## src/rtl/trivium_host_ctrl.sv

```systemverilog
// Host-side sequencer for a Trivium stream-cipher core.
// Takes a host request, loads the key (only when needed) and the IV into the
// core, waits for the keystream block, and holds it for the host until it is
// acknowledged. A per-state wait counter aborts any stalled handshake and
// raises a sticky error flag.
module trivium_host_ctrl #(
    parameter int TIMEOUT = 4096,
    parameter int KEY_W   = 80
) (
    input  logic             CLK,
    input  logic             RST,
    input  logic             Start,
    input  logic             KeyNew,
    input  logic [KEY_W-1:0] Kin,
    input  logic [KEY_W-1:0] IVin,
    output logic             Idle,
    output logic [127:0]     Rdata,
    output logic             Rvld,
    input  logic             Rack,
    output logic             Err,
    output logic [KEY_W-1:0] C_Kin,
    output logic [KEY_W-1:0] C_Din,
    output logic             C_Krdy,
    output logic             C_Drdy,
    output logic             C_EN,
    output logic             C_EncDec,
    input  logic [127:0]     C_Dout,
    input  logic             C_BSY,
    input  logic             C_Kvld,
    input  logic             C_Dvld
);

    localparam int CW = (TIMEOUT > 2) ? $clog2(TIMEOUT) : 1;
    localparam logic [CW-1:0] LAST = CW'(TIMEOUT - 1);

    typedef enum logic [2:0] {
        S_IDLE,
        S_LDKEY,
        S_LDIV,
        S_RUN,
        S_OUT
    } state_t;

    state_t           state;
    logic [CW-1:0]    wait_cnt;
    logic             key_loaded;
    logic [KEY_W-1:0] key_reg;
    logic [KEY_W-1:0] iv_reg;
    logic             timed_out;

    // The current wait state has used up its cycle budget.
    assign timed_out = (wait_cnt == LAST);

    // Key and IV buses are only driven while the matching ready is up, so the
    // core never sees stale secrets outside its load window.
    assign C_Kin    = C_Krdy ? key_reg : '0;
    assign C_Din    = C_Drdy ? iv_reg : '0;
    assign C_EncDec = 1'b0;

    // Main sequencer: state, wait counter and all registered outputs.
    always_ff @(posedge CLK) begin
        if (RST) begin
            state      <= S_IDLE;
            Idle       <= 1'b1;
            Rvld       <= 1'b0;
            Err        <= 1'b0;
            Rdata      <= '0;
            C_Krdy     <= 1'b0;
            C_Drdy     <= 1'b0;
            C_EN       <= 1'b0;
            wait_cnt   <= '0;
            key_loaded <= 1'b0;
            key_reg    <= '0;
            iv_reg     <= '0;
        end else begin
            case (state)
                S_IDLE: begin
                    if (Start) begin
                        key_reg  <= Kin;
                        iv_reg   <= IVin;
                        Err      <= 1'b0;
                        Idle     <= 1'b0;
                        C_EN     <= 1'b1;
                        wait_cnt <= '0;
                        if (KeyNew || !key_loaded) begin
                            state  <= S_LDKEY;
                            C_Krdy <= 1'b1;
                        end else begin
                            state  <= S_LDIV;
                            C_Drdy <= 1'b1;
                        end
                    end
                end
                S_LDKEY: begin
                    if (C_Kvld) begin
                        C_Krdy     <= 1'b0;
                        C_Drdy     <= 1'b1;
                        key_loaded <= 1'b1;
                        wait_cnt   <= '0;
                        state      <= S_LDIV;
                    end else if (timed_out) begin
                        C_Krdy     <= 1'b0;
                        Err        <= 1'b1;
                        key_loaded <= 1'b0;
                        Idle       <= 1'b1;
                        C_EN       <= 1'b0;
                        wait_cnt   <= '0;
                        state      <= S_IDLE;
                    end else begin
                        wait_cnt <= wait_cnt + 1'b1;
                    end
                end
                S_LDIV: begin
                    if (C_BSY) begin
                        C_Drdy   <= 1'b0;
                        wait_cnt <= '0;
                        state    <= S_RUN;
                    end else if (timed_out) begin
                        C_Drdy     <= 1'b0;
                        Err        <= 1'b1;
                        key_loaded <= 1'b0;
                        Idle       <= 1'b1;
                        C_EN       <= 1'b0;
                        wait_cnt   <= '0;
                        state      <= S_IDLE;
                    end else begin
                        wait_cnt <= wait_cnt + 1'b1;
                    end
                end
                S_RUN: begin
                    if (C_Dvld) begin
                        Rdata    <= C_Dout;
                        Rvld     <= 1'b1;
                        wait_cnt <= '0;
                        state    <= S_OUT;
                    end else if (timed_out) begin
                        Err        <= 1'b1;
                        key_loaded <= 1'b0;
                        Idle       <= 1'b1;
                        C_EN       <= 1'b0;
                        wait_cnt   <= '0;
                        state      <= S_IDLE;
                    end else begin
                        wait_cnt <= wait_cnt + 1'b1;
                    end
                end
                S_OUT: begin
                    if (Rack) begin
                        Rvld     <= 1'b0;
                        Idle     <= 1'b1;
                        C_EN     <= 1'b0;
                        wait_cnt <= '0;
                        state    <= S_IDLE;
                    end
                end
                default: begin
                    state <= S_IDLE;
                    Idle  <= 1'b1;
                    C_EN  <= 1'b0;
                end
            endcase
        end
    end

endmodule

```

## config.mk

```make
export PLATFORM = sky130hd
export DESIGN_NAME = trivium_host_ctrl
export DESIGN_NICKNAME = d
export VERILOG_FILES = /design/src/rtl/trivium_host_ctrl.sv
export SDC_FILE = /design/constraint.sdc
export NUM_CORES = 1
export LEC_CHECK = 0
export CAP_MARGIN = 10
export CORE_AREA = 3 3 227 229
export DETAILED_ROUTE_END_ITERATION = 12
export DIE_AREA = 0 0 230 232
export DONT_BUFFER_PORTS = 1
export GPL_TIMING_DRIVEN = 0
export PLACE_DENSITY_LB_ADDON = 0.05
export RECOVER_POWER = 100
export SYNTH_ARGS = -nofsm -noshare
export SYNTH_HDL_FRONTEND = slang
export SYNTH_SLANG_ARGS = --single-unit
export TNS_END_PERCENT = 100
```

## constraint.sdc

```tcl
create_clock -name CLK -period 2.35 [get_ports CLK]
set_input_delay 0.5875 -clock CLK [delete_from_list [all_inputs] [get_ports CLK]]
set_output_delay 0.5875 -clock CLK [all_outputs]
set_load 0.02 [all_outputs]
```

==> results.yml <==
clock_network:
  cts_inserted_buffers: 39
  cts.sinks: 310
  cts-hold-fix-buffers: 0
  cts_tree: "built"
  clockBufferDepth: 3
  postCtsSetupRepairBufs: 0
  clk_latency_ps: 540
  htree_num_levels: 2
  cts.reportedPaths.clkPinSlew_ps: 60
  cts_root_buf: "clkbuf_16"
critical_path:
  startpoint: "C_Krdy"
  reg2reg_to: "Rdata[6]"
  timing.rr.start: "state[1]"
  ff2ff_path_depth: 7
  cp.arrival_ps: 1670
  cp-endpoint: "C_Kin[39]"
  critical_path_class: "register to output port"
  end_kind: "output port"
  worstPathRequired_ps: 1760
  startpoint_type: "register"
  r2r_slack_ps: 250
  path_max_fanout: 10
cells_and_area:
  nets: 1928
  largest_reg_flops: 128
  layoutNonFillerInstCount: 2330
  nFillCells: 5635
  seq_area_um2: 6210
  multi_input_area_um2: 5510
  final_cell_mix: "597 x nand2_1, 308 x dfxtp_1, 304 x a21oi_1"
  final_common_cell: "nand2_1"
  drive_gt1_share_pct: 13.5
  area_growth_pct: 18.5
sta:
  period_share_pct: 95.9
  slew_viol_final: 0
  fin_hold_ws_ps: 175
  setup_viol: 0
  fmax_mhz: 444
  rsz0062_at_grt: "yes"
  tightest_slew_ps: 802
  max-slew-margin-rel_pct: 46.6
  clock-skew-final_ps: 7.92
  finalHoldViolations: 0
  fin_tns_setup_ps: 0
  setup_ws_ps: 96.1
  fin_crit_ps: 2250
placement:
  dp_hpwl_um: 38600
  port_buffers: 0
  dp_slack_ps: -347
  placed_cells: 2262
  place_congestion: 0.814
global_route:
  grt_usage_pct: 17.8
  grt_pass1_wl_um: 71500
  grt_max_degree: 12
  first_global_vias: 10400
  grt_overflow: 0
  antenna_found_initial: 3
detailed_routing:
  routed_wl_um: 50100
  drcViolationCount: 0
  vias: 10500
  drtIter0Drc: 543
  viasPerCell: 4.49
  dr.pass1.iters: 5
  wl_per_cell_um: 21.5
  ant_nets: 0
power:
  max-vdd-ir-drop_mv: 0.402
  p_per_area_nw_per_um2: 905
  leakagePower_nw: 5.14
logic_synthesis:
  syn_inst: 1590
  avgSynthCellArea_um2: 7.64
  ys.warnings.count: 0
  ys_seq_elements: 310
  ys_seq_area_share_pct: 51.1
  synth_nets: 1887
  synth_area_um2: 12200
  synthDistinctLibCells: 45
floorplan:
  die_w_um: 230
  die_height_um: 232
  num_io_pins: 591
  rows: 82
  die-area_um2: 53400
  coreArea_um2: 49900
  start_util_pct: 24.4
status:
  status: "complete, no violations"
min_path:
  hp-class: "primary input to register"
run:
  maxCapViolations: 0
[report_power, final]
group	internal (mW)	switching (mW)
registers	5.54	0.179
logic	0.389	0.956
clock network	3.62	2.36
total	9.54	3.49
[critical path, cell delays in order, from the launching register on]
cell and delay [ps]:
dfxtp_4 410, clkbuf_8 200, clkbuf_2 210, and2_1 300
[synthesized netlist by cell type (all sizes together)]
| master | number | area share [%] |
|---|---|---|
| nand2 | 597 | 18 |
| dfxtp | 310 | 51 |
| a21oi | 304 | 13 |
| and2 | 161 | 8.3 |
| clkbuf | 71 | 2.2 |
| buf | 54 | 2.3 |
| nor2 | 24 | 0.80 |
| nor3 | 11 | 0.45 |
| nand3 | 5 | 0.25 |
| o21ai | 5 | 0.21 |
| nand3b | 4 | 0.25 |
| nand4 | 4 | 0.26 |
| nor4 | 4 | 0.58 |
| or3 | 4 | 0.21 |
| nand2b | 3 | 0.15 |
| xnor2 | 3 | 0.22 |
| a31oi | 2 | 0.10 |
| nor2b | 2 | 0.10 |
| o21a | 2 | 0.12 |
| o32ai | 2 | 0.14 |
| xor2 | 2 | 0.14 |
| a32oi | 1 | 0.072 |
| and2b | 1 | 0.062 |
| conb | 1 | 0.031 |
| ha | 1 | 0.10 |
| inv | 1 | 0.031 |
| mux2 | 1 | 0.093 |
| mux2i | 1 | 0.082 |
| nor3b | 1 | 0.062 |
| nor4b | 1 | 0.072 |
| nor4bb | 1 | 0.082 |
| o211a | 1 | 0.082 |
| o21bai | 1 | 0.093 |
| o221a | 1 | 0.093 |
| o31ai | 1 | 0.062 |
| o32a | 1 | 0.082 |
| o41ai | 1 | 0.072 |
[through the flow]
stage | total power, mW | instance area [µm²] | util (%)
6_report | 13.0 | 14400 | 28.9
5_1_grt | 13.7 | 14400 | 28.9
4_1_cts | 13.3 | 14400 | 28.9
3_5_place_dp | 7.18 | 13000 | 26.1
3_3_place_gp | 7.17 | 13000 | 26.1
2_1_floorplan | 6.74 | 12200 | -
[routing by layer]
layer	vias to the layer above	part of all wire, %	track usage, %
met2	380	48	30.0
met1	4835	39	20.1
met5	-	0.11	0.551
met3	53	11	8.65
met4	4	1.9	5.05
li1	5189	-	-
[final cells by class]
cell class	instances	share of cell area (%)
inverters	1	0.0261
well taps	672	5.84
plain buffers	125	4.05
multi-input cells	1154	38.2
flip-flops and latches	310	43.1
diodes	2	0.0347
clock inverters	6	0.573
clock buffers	60	8.11
[how the worst min path moves through the flow]
stage,start,endpoint,depth (start not counted)
6_report,C_Dout[110],Rdata[110],2
5_1_grt,IVin[63],iv_reg[63],2
4_1_cts,IVin[63],iv_reg[63],2
3_5_place_dp,iv_reg[54],iv_reg[54],2
3_3_place_gp,iv_reg[75],iv_reg[75],2
2_1_floorplan,iv_reg[0],iv_reg[0],2
[cells by family (layout without fill, tap and decap cells)]
kind of cell	count (synthesis)	in the layout	synth area share, %
adders and majority gates	1	1	0.103
other	1	3	0.0309
DFF	310	310	51.1
buffers and inverters	126	192	4.53
AOI/OAI and AO/OA	322	322	13.7
and+or+nand+nor	823	823	30.1
xor gates and xnor gates	5	5	0.360
muxes	2	2	0.175
[what timing repair did]
item,4_1_cts,5_1_grt
hold endpoints to repair,0,0
pin swaps,0,0
endpoints found under the setup margin,160,35
gates resized for setup,108,29
(Power assumes the default switching activity.)
